--- src/rtl/loom_mem_port_arb.sv ---
// loom_mem_port_arb
// Shares one single-port SRAM (1-cycle read latency) between the DUT functional
// port and the scan controller read port. DUT has priority while Shared, but a
// scan request denied MaxWait cycles in a row is forced through. A scan session
// (scan_lock_i) drains any in-flight read and then owns the SRAM exclusively.
// Read data is routed back to whichever port issued the read.
//
// Optional feature: define LOOM_MEM_ARB_STATS_EN to add conflict_cnt_o, a
// saturating count of Shared-state cycles in which both ports requested.
//
// Handshake: a request is accepted in the same cycle its *_gnt_o is high
// (combinational grant); the request must be held until granted. Read data
// comes back exactly one cycle after the grant, qualified by *_rvalid_o.
// dbg_state_o exposes the FSM state (0=Shared, 1=Drain, 2=Locked).

module loom_mem_port_arb #(
    parameter int AddrWidth = 4,
    parameter int DataWidth = 8,
    parameter int MaxWait   = 4
) (
    input  logic                 clk_i,
    input  logic                 rst_ni,
    input  logic                 dut_req_i,
    input  logic                 dut_we_i,
    input  logic [AddrWidth-1:0] dut_addr_i,
    input  logic [DataWidth-1:0] dut_wdata_i,
    output logic                 dut_gnt_o,
    output logic                 dut_rvalid_o,
    output logic [DataWidth-1:0] dut_rdata_o,
    input  logic                 scan_req_i,
    input  logic [AddrWidth-1:0] scan_addr_i,
    output logic                 scan_gnt_o,
    output logic                 scan_rvalid_o,
    output logic [DataWidth-1:0] scan_rdata_o,
    input  logic                 scan_lock_i,
    output logic                 lock_ack_o,
    output logic                 mem_req_o,
    output logic                 mem_we_o,
    output logic [AddrWidth-1:0] mem_addr_o,
    output logic [DataWidth-1:0] mem_wdata_o,
    input  logic [DataWidth-1:0] mem_rdata_i,
`ifdef LOOM_MEM_ARB_STATS_EN
    output logic [15:0]          conflict_cnt_o,
`endif
    output logic [1:0]           dbg_state_o
);

    localparam logic [1:0] ST_SHARED = 2'd0;
    localparam logic [1:0] ST_DRAIN  = 2'd1;
    localparam logic [1:0] ST_LOCKED = 2'd2;

    localparam logic OWNER_DUT  = 1'b0;
    localparam logic OWNER_SCAN = 1'b1;

    localparam int            CntW     = $clog2(MaxWait + 1);
    localparam logic [CntW-1:0] WaitMax = CntW'(MaxWait);

    logic [1:0]      state_q, state_d;
    logic [CntW-1:0] wait_cnt_q, wait_cnt_d;
    logic            rd_pend_q;
    logic            owner_q;
    logic            dut_gnt, scan_gnt;
    logic            wait_at_max;

    assign wait_at_max = (wait_cnt_q == WaitMax);

    // Grant selection; nothing is granted while reset is asserted or in the
    // cycle a lock request is first seen in Shared.
    always_comb begin
        dut_gnt  = 1'b0;
        scan_gnt = 1'b0;
        if (rst_ni) begin
            case (state_q)
                ST_SHARED: begin
                    if (!scan_lock_i) begin
                        scan_gnt = scan_req_i && (!dut_req_i || wait_at_max);
                        dut_gnt  = dut_req_i && !scan_gnt;
                    end
                end
                ST_LOCKED: scan_gnt = scan_req_i;
                default: ;
            endcase
        end
    end

    // Next-state logic: Shared -> Drain/Locked on lock, Drain -> Locked, Locked -> Shared on unlock.
    always_comb begin
        state_d = state_q;
        case (state_q)
            ST_SHARED: if (scan_lock_i) state_d = rd_pend_q ? ST_DRAIN : ST_LOCKED;
            ST_DRAIN:  state_d = ST_LOCKED;
            ST_LOCKED: if (!scan_lock_i) state_d = ST_SHARED;
            default:   state_d = ST_SHARED;
        endcase
    end

    // Starvation counter: tracks consecutive denied scan cycles in Shared, saturating.
    always_comb begin
        wait_cnt_d = '0;
        if (state_q == ST_SHARED && scan_req_i && !scan_gnt) begin
            wait_cnt_d = wait_at_max ? wait_cnt_q : wait_cnt_q + 1'b1;
        end
    end

    // FSM, starvation counter and read-return tracking registers.
    always_ff @(posedge clk_i or negedge rst_ni) begin
        if (!rst_ni) begin
            state_q    <= ST_SHARED;
            wait_cnt_q <= '0;
            rd_pend_q  <= 1'b0;
            owner_q    <= OWNER_DUT;
        end else begin
            state_q    <= state_d;
            wait_cnt_q <= wait_cnt_d;
            rd_pend_q  <= (dut_gnt && !dut_we_i) || scan_gnt;
            if (scan_gnt) begin
                owner_q <= OWNER_SCAN;
            end else if (dut_gnt) begin
                owner_q <= OWNER_DUT;
            end
        end
    end

`ifdef LOOM_MEM_ARB_STATS_EN
    logic        lock_q;
    logic [15:0] conflict_cnt_q;

    // Contention statistics; restart at the beginning of every scan session.
    always_ff @(posedge clk_i or negedge rst_ni) begin
        if (!rst_ni) begin
            lock_q         <= 1'b0;
            conflict_cnt_q <= '0;
        end else begin
            lock_q <= scan_lock_i;
            if (scan_lock_i && !lock_q) begin
                conflict_cnt_q <= '0;
            end else if (dut_req_i && scan_req_i && state_q == ST_SHARED &&
                         conflict_cnt_q != 16'hFFFF) begin
                conflict_cnt_q <= conflict_cnt_q + 16'd1;
            end
        end
    end

    assign conflict_cnt_o = conflict_cnt_q;
`endif

    assign dut_gnt_o   = dut_gnt;
    assign scan_gnt_o  = scan_gnt;
    assign mem_req_o   = dut_gnt | scan_gnt;
    assign mem_we_o    = dut_gnt & dut_we_i;
    assign mem_addr_o  = dut_gnt ? dut_addr_i : (scan_gnt ? scan_addr_i : '0);
    assign mem_wdata_o = dut_gnt ? dut_wdata_i : '0;

    assign dut_rvalid_o  = rd_pend_q && (owner_q == OWNER_DUT);
    assign scan_rvalid_o = rd_pend_q && (owner_q == OWNER_SCAN);
    assign dut_rdata_o   = rst_ni ? mem_rdata_i : '0;
    assign scan_rdata_o  = rst_ni ? mem_rdata_i : '0;

    assign lock_ack_o  = (state_q == ST_LOCKED);
    assign dbg_state_o = state_q;

endmodule
--- config.mk ---
export PLATFORM = sky130hd
export DESIGN_NAME = loom_mem_port_arb
export DESIGN_NICKNAME = d
export VERILOG_FILES = /design/src/rtl/loom_mem_port_arb.sv
export SDC_FILE = /design/constraint.sdc
export NUM_CORES = 1
export LEC_CHECK = 0
export ABC_AREA = 1
export ABC_CLOCK_PERIOD_IN_PS = 3460
export CORE_AREA = 2 2 50 52
export CTS_BUF_LIST = sky130_fd_sc_hd__clkbuf_4
export CTS_CLUSTER_SIZE = 28
export DETAILED_ROUTE_END_ITERATION = 8
export DIE_AREA = 0 0 52 54
export HOLD_SLACK_MARGIN = 0.06
export PLACE_DENSITY_LB_ADDON = 0.25
export SETUP_SLACK_MARGIN = 0.15
export SLEW_MARGIN = 10
export SYNTH_ARGS = -nofsm -noshare
export SYNTH_HDL_FRONTEND = slang
export SYNTH_SLANG_ARGS = --single-unit
--- constraint.sdc ---
create_clock -name clk_i -period 3.46 [get_ports clk_i]
set_clock_uncertainty 0.1 [all_clocks]
set_input_delay 0.692 -clock clk_i [delete_from_list [all_inputs] [get_ports clk_i]]
set_output_delay 0.692 -clock clk_i [all_outputs]
set_load 0.05 [all_outputs]
* Word level (Yosys, flattened, before mapping) *
Index checks and enable logic that the tools add are counted.

word-level totals
  input port bits = 30
  logic and storage cells = 48
  register bits = 7
  output and inout port bits = 37

cells by class
  reductions and logical operators = 16
  eq/ne operators = 6
  add/subtract/negate cells = 1
  bitwise logic cells = 3
  multiplexer cells = 18

operators by type and width
  operator                                                               number
  8-bit 2-to-1 mux                                                       2
  4-bit 2-to-1 mux                                                       2
  1-bit logical AND                                                      7
  1-bit 2-to-1 mux                                                       7
  2-bit 2-to-1 mux                                                       3
  3-bit 2-to-1 mux                                                       2
  2-bit inequality test, second input constant                           3
  2-bit one-hot mux with 3 select lines                                  1
  1-bit zero test                                                        4
  3-bit by 1-bit adder with 3-bit output, second input constant          1
  3-bit equality test, second input constant                             1
  2-bit by 1-bit equality test with 1-bit output, second input constant  1
  2-bit equality test, second input constant                             1
  2-bit zero test                                                        1
  1-bit logical OR                                                       2
  1-bit one-hot mux with 2 select lines                                  1
  2-bit AND reduction                                                    1
  2-bit nonzero test                                                     1
  1-bit AND                                                              1
  1-bit NOT                                                              1
  1-bit bitwise OR                                                       1

* Longest topological paths before layout *
Gate-level depths: netlist of the first run.

  depth in word-level cells = 10
  depth in mapped cells = 9
  gate-level depth less buffers = 9

* Worst setup path after synthesis of the first run *
OpenSTA, ideal clock, no wires.

  path kind = input to output
  start point = in rst_ni
  end point = out mem_addr_o[0]
  slack = 0.985 ns
  data arrival time = 1.683 ns
  data required time = 2.668 ns
  cell stages on the path = 7
  path through = buf_6 > nand3_2 > nor2_2 > nand2_2 > inv_2 > nand2_1 > nand2_1

RTL lines
  what              RTL line  source
  from (decl)       22        input logic rst_ni,
  1-bit 2-to-1 mux  72        if (rst_ni) begin
  net dut_gnt_o     27        output logic dut_gnt_o,
  4-bit 2-to-1 mux  151       assign mem_addr_o = dut_gnt ? dut_addr_i : (scan_gnt ? scan_addr_i : '0);
  to (decl)         39        output logic [AddrWidth-1:0] mem_addr_o,

The timed path passes the listed nets, and every way through them passes these cells.

* Worst setup path in the final report of the first run *
  start point = in rst_ni
  end point = out mem_addr_o[3]

between the ends
  word-level cells in the longest chain between the ends = 3

ends and longest elaborated chain
  what                  RTL line
  1-bit 2-to-1 mux      72
  4-bit 2-to-1 mux      151
  4-bit 2-to-1 mux (*)  151

Every way passes the cells marked *; elsewhere a longest branch is shown, timed or not.

==> results of run 1 <==
-- cell usage after synthesis --
cell type / n / area, sq um
sky130_fd_sc_hd__xor2_1: 1 / 8.76
sky130_fd_sc_hd__nand2_2: 4 / 25.0
sky130_fd_sc_hd__inv_2: 2 / 7.51
sky130_fd_sc_hd__inv_1: 28 / 105
sky130_fd_sc_hd__buf_4: 8 / 60.1
sky130_fd_sc_hd__nor2_4: 1 / 11.3
sky130_fd_sc_hd__nor2_2: 9 / 56.3
sky130_fd_sc_hd__and3_4: 1 / 11.3
sky130_fd_sc_hd__nor2_1: 7 / 26.3
sky130_fd_sc_hd__o21ai_0: 4 / 20.0
sky130_fd_sc_hd__buf_6: 2 / 22.5
sky130_fd_sc_hd__dfrtp_1: 7 / 175
sky130_fd_sc_hd__a21oi_1: 1 / 5.00
sky130_fd_sc_hd__nand3_1: 5 / 25.0
sky130_fd_sc_hd__nand3_2: 1 / 10.0
sky130_fd_sc_hd__nand2_1: 28 / 105
sky130_fd_sc_hd__ha_1: 2 / 25.0
-- critical path, cell delays in order --
cell and delay [ns]:
sky130_fd_sc_hd__clkdlybuf4s50_1 0.60, sky130_fd_sc_hd__nand3_2 0.10, sky130_fd_sc_hd__nor2_2 0.09, sky130_fd_sc_hd__nand2_2 0.21, sky130_fd_sc_hd__inv_2 0.19, sky130_fd_sc_hd__nand2_1 0.07, sky130_fd_sc_hd__nand2_1 0.10, sky130_fd_sc_hd__buf_12 0.14
-- sequential cells by signal, summed over array words and instances (netlist names) --
name         cells
owner_q          1
wait_cnt_q       3
rd_pend_q        1
dbg_state_o      2
-- layout make-up --
cell class                      instances  area [sq um]
Multi-Input combinational cell         64           329
Tap cell                               30          37.5
Timing Repair Buffer                   67           988
Clock buffer                            4          30.0
Fill cell                             172           647
Inverter                               30           113
Sequential cell                         7           175
-- power by group --
group / switching [W] / total [W] / internal (W) / leakage [nW]
clock: 0.0000279 / 0.0000795 / 0.0000517 / 0.0184
combinational: 0.000124 / 0.000231 / 0.000108 / 0.735
sequential: 0.00000484 / 0.0000931 / 0.0000883 / 0.0903
total: 0.000156 / 0.000404 / 0.000248 / 0.844
-- layer usage --
metal	routed length [microns]	part of all wire, %	up-vias
met3	321	15	8
met5	0	0	-
met2	1110	51	58
li1	-	-	429
met1	712	32	370
met4	54	2.5	0
-- worst max-delay path by stage --
stage                 from            end  slack (ns)  depth (start not counted)
floorplan           rst_ni  mem_addr_o[0]        0.98                          7
global placement    rst_ni  mem_addr_o[3]        0.48                          8
detailed placement  rst_ni  mem_addr_o[3]        0.42                          8
CTS                 rst_ni  mem_addr_o[3]        0.43                          8
global route        rst_ni  mem_addr_o[2]        0.29                          8
finish              rst_ni  mem_addr_o[3]        0.45                          8
-- cell families after synthesis --
kind of cell	Yosys count	synth area share, %
fa+ha+maj	2	3.58
compound gates	5	3.58
buf+inv	40	27.9
xor+xnor	1	1.25
simple gates	56	38.6
flops	7	25.0
-- metrics by stage --
step / setup slack [ns] / std cells / power [W]
4_1_cts: 0.426 / 202 / 0.000409
2_1_floorplan: 0.985 / 111 / 0.000211
5_1_grt: 0.285 / 202 / 0.000427
3_3_place_gp: 0.483 / 198 / 0.000323
6_report: 0.451 / 202 / 0.000404
3_5_place_dp: 0.415 / 198 / 0.000328
==> impl_metrics.tcl, run 1 <==
set metrics [dict create \
    port_buffers 66 \
    path_max_fanout 13 \
    groute.layer.met3.usage_pct 10.0 \
    post_route_setup_tns_ns 0 \
    synthesis.yosys.warnings 0 \
    die_w_microns 52 \
    drt-total-wl_mm 2.20 \
    irDropWorstVdd_mv 0.276 \
    min_from "owner_q" \
    hold_path_end "owner_q" \
    static_leakage_nw 0.844 \
    core.rowCount 18 \
    setup_viol_count_final 0 \
    ctsRootBufferMaster "sky130_fd_sc_hd__clkbuf_4" \
    clk_transition_reported_paths_ns 0.05 \
    hold_path_depth 2 \
    cts_inserted_buffers 3 \
    maxCapViolations 0 \
    clk_latency_ns 0.24 \
    relSlewSlack_pct 66.1 \
    ctsLongestPathBuffers 2 \
    worst_r2r_startpoint "wait_cnt_q[0]" \
    detail_route.drc_violations 0 \
    detailroute.via_count 865 \
    post_cts_resized 0 \
    busiest_metal_layer_after_global_routing "met2" \
    achievable-frequency_ghz 0.332 \
    wire_per_inst_microns 10.9 \
    sequential_element_share_of_the_synthesized_area_pct 25.0 \
    tightest_slew_ns 0.506 \
    fraction_of_final_layout_cells_with_drive_strength_greater_than_1_pct 32.0 \
    detailedPlacementHpwl_mm 2.01 \
    cp-start-kind "input pin" \
    design.final.nets 205 \
    cts.sink_count 7 \
    status "finished, final reports clean" \
    setup.reg_to_reg.worst_slack_ns 1.89 \
    period_share_pct 87.0 \
    synth_cells 111 \
    r2r_cells 7 \
    crit_required_ns 2.67 \
    antenna_violations_before_repair 0 \
    hold_buffers 0 \
    first_pass_grt_wire_length_mm 3.53 \
    placeableCoreArea_sq_um 2320 \
    placed_area_sq_um 1640 \
    final_cell_mix "34 x sky130_fd_sc_hd__clkdlybuf4s50_1, 32 x sky130_fd_sc_hd__buf_12, 28 x sky130_fd_sc_hd__inv_1, 28 x sky130_fd_sc_hd__nand2_1, 9 x sky130_fd_sc_hd__nor2_2" \
    initial_core_util_pct 30.2 \
    layout_commonest_cell "sky130_fd_sc_hd__clkdlybuf4s50_1" \
    diodes 0 \
    finalHoldWorstSlack_ns 0.413 \
    tritoncts_clock_tree "built" \
    die_h_microns 54 \
    hold_viol_final 0 \
    finalMaxSlewViolations 0 \
    vias_per_cell 4.28 \
    non_filler_cell_area_final_sq_um 1670 \
    ant_nets 0 \
    postSynthRegisterBits 7 \
    power_density_nw_per_um2 242 \
    timing_worst_setup_path_type "in2out" \
    synth_fp_nets 143 \
    track_usage_pct 16.8 \
    grt_max_degree 14 \
    hold_path_class "reg2reg" \
    finalWorstPathRequiredPeriod_ns 3.01 \
    crit_path_end_kind "output pin" \
    rsz0062_at_grt "false" \
    met1_usage_pct 14.1 \
    critical_path.reg2reg.endpoint "rd_pend_q" \
    floorplan.die_area_sq_um 2810 \
    ctsHtreeMaxLevel 1 \
    detailedRoute.firstPassIterationCount 2 \
    globalplace.congestion 0.739 \
    design.portCount 67 \
    drt_iter0_drc 3 \
    grt-ovfl-total 0 \
    layout.core_utilization_pct 72.1 \
    critPathArrivalTime_ns 2.22 \
    avgSynthCellArea_sq_um 6.30 \
    synth_area_sq_um 699 \
    flow.area_growth_from_synthesis_pct 139 \
    grt_use_met2_pct 31.6 \
    grt_pass1_vias 912 \
    netlist-cell-type-count 17 \
    postCtsSetupRepairBufs 0 \
]
No activity file was read; power rests on OpenSTA's default activity.
==> inputs of run 2 (changes only) <==
- SKIP_LAST_GASP: unset -> 1
==> results of run 2 <==
Final layout, timing and power as in run 1 (identical DEF).
==> inputs of run 3 (changes only) <==
- GPL_TIMING_DRIVEN: unset -> 1
- PLACE_DENSITY: unset -> 0.82
- PLACE_DENSITY_LB_ADDON: 0.25 -> unset
==> impl_metrics.tcl, run 3 (synthesis results as in run 1) <==
set metrics [dict create \
    status "finished, final reports clean" \
    final_cell_count_no_fill 202 \
    finalMaxSlewViolations 0 \
    final_cell_mix "34 x sky130_fd_sc_hd__clkdlybuf4s50_1, 32 x sky130_fd_sc_hd__buf_12, 28 x sky130_fd_sc_hd__inv_1, 28 x sky130_fd_sc_hd__nand2_1, 9 x sky130_fd_sc_hd__nor2_2" \
    net-switching-power_w 0.000159 \
    diodes 0 \
    power_density_nw_per_um2 243 \
    static_leakage_nw 0.844 \
    period_share_pct 84.3 \
    placeableCoreArea_sq_um 2320 \
    die_h_microns 54 \
    clk_transition_reported_paths_ns 0.05 \
    combinationalPowerShare_pct 57.4 \
    ctsLongestPathBuffers 2 \
    critPathArrivalTime_ns 2.13 \
    timing_worst_setup_path_type "in2out" \
    power.internal_w 0.000248 \
    cts.sink_count 7 \
    fraction_of_final_layout_cells_with_drive_strength_greater_than_1_pct 32.0 \
    design.portCount 67 \
    clock_network_fraction_of_design_power_pct 19.7 \
    max_reg_flops 3 \
    drt_iter0_drc 11 \
    detailedPlacementHpwl_mm 2.15 \
    clk_latency_ns 0.25 \
    vias_per_cell 4.21 \
    flow.area_growth_from_synthesis_pct 139 \
    final_critical_path_setup_slack_ns 0.543 \
    tightest_slew_ns 0.502 \
    relSlewSlack_pct 66.4 \
    floorplan.die_area_sq_um 2810 \
    rsz0062_at_grt "false" \
    hold_buffers 0 \
    core.rowCount 18 \
    post_route_setup_tns_ns 0 \
    post_cts_resized 0 \
    design.final.nets 205 \
    sequentialPowerShare_pct 22.9 \
    grt_max_degree 17 \
    dp.cells 198 \
    crit_path_end_kind "output pin" \
    port_buffers 66 \
    detailedRoute.firstPassIterationCount 4 \
    ctsHtreeMaxLevel 1 \
    cts_inserted_buffers 3 \
    layout_commonest_cell "sky130_fd_sc_hd__clkdlybuf4s50_1" \
    globalplace.congestion 0.704 \
    detail_route.drc_violations 0 \
    postCtsSetupRepairBufs 0 \
    crit_required_ns 2.67 \
    cp-start-kind "input pin" \
    die_w_microns 52 \
    tritoncts_clock_tree "built" \
    swShare_pct 39.1 \
    setup_viol_count_final 0 \
    finalWorstPathRequiredPeriod_ns 2.92 \
    path_max_fanout 13 \
    grt_pass1_vias 853 \
    achievable-frequency_ghz 0.343 \
    irDropWorstVdd_mv 0.274 \
    grt-ovfl-total 0 \
    dp_slack_ns 0.535 \
    detailroute.via_count 851 \
    drt-total-wl_mm 2.41 \
    ant_nets 0 \
    track_usage_pct 18.7 \
    antenna_violations_before_repair 0 \
    hold_viol_final 0 \
    ctsRootBufferMaster "sky130_fd_sc_hd__clkbuf_4" \
    wire_per_inst_microns 11.9 \
    hold_path_class "reg2reg" \
    initial_core_util_pct 30.2 \
    maxCapViolations 0 \
    first_pass_grt_wire_length_mm 3.82 \
    registers.top_by_ff_count "wait_cnt_q" \
]
==> run 3: power by group through the flow <==
stage	combinational (W)	sequential, W	clock, W
floorplan	0.000113	0.0000983	0
global route	0.000247	0.0000940	0.0000913
detailed placement	0.000235	0.0000944	0
finish	0.000234	0.0000932	0.0000802
global placement	0.000229	0.0000938	0
CTS	0.000236	0.0000931	0.0000823
==> run 3: final timing paths <==
path | cells past startpoint | end | from | slack, ns
max reg2reg | 7 | rd_pend_q | wait_cnt_q[0] | 1.86
max in group asynchronous | 2 | rd_pend_q | rst_ni | 2.39
min | 2 | owner_q | owner_q | 0.42
min in group asynchronous | 2 | wait_cnt_q[1] | rst_ni | 0.70
min reg2reg | 2 | owner_q | owner_q | 0.42
max | 9 | mem_addr_o[1] | scan_lock_i | 0.54
==> run 3: stage by stage <==
step | hold slack (ns) | cell area (sq um) | utilization [%] | total power (W)
3_3_place_gp | 0.385 | 1640 | 70.8 | 0.000323
4_1_cts | 0.429 | 1670 | 72.1 | 0.000411
5_1_grt | 0.455 | 1670 | 72.1 | 0.000432
6_report | 0.424 | 1670 | 72.1 | 0.000407
3_5_place_dp | 0.420 | 1640 | 70.8 | 0.000330
2_1_floorplan | 0.296 | 699 | - | 0.000211
==> run 3: critical path, stage by stage <==
cell and delay (ns):
sky130_fd_sc_hd__clkdlybuf4s50_1 0.40, sky130_fd_sc_hd__inv_1 0.11, sky130_fd_sc_hd__nand3_2 0.08, sky130_fd_sc_hd__nor2_2 0.10, sky130_fd_sc_hd__nand2_2 0.22, sky130_fd_sc_hd__inv_2 0.20, sky130_fd_sc_hd__nand2_1 0.07, sky130_fd_sc_hd__nand2_1 0.11
sky130_fd_sc_hd__buf_12 0.15
==> run 3: metal layers <==
| metal | share of wire, % | GRT usage (%) |
|---|---|---|
| met1 | 31 | 17.2 |
| met2 | 59 | 38.0 |
| met3 | 9.6 | 6.94 |
| met4 | 1.1 | 5.26 |
| met5 | 0 | 0 |
==> run 3: cell type report <==
type                            instances  area, sq um
Multi-Input combinational cell         64          329
Sequential cell                         7          175
Tap cell                               30         37.5
Fill cell                             164          647
Clock buffer                            4         30.0
Inverter                               30          113
Timing Repair Buffer                   67          988
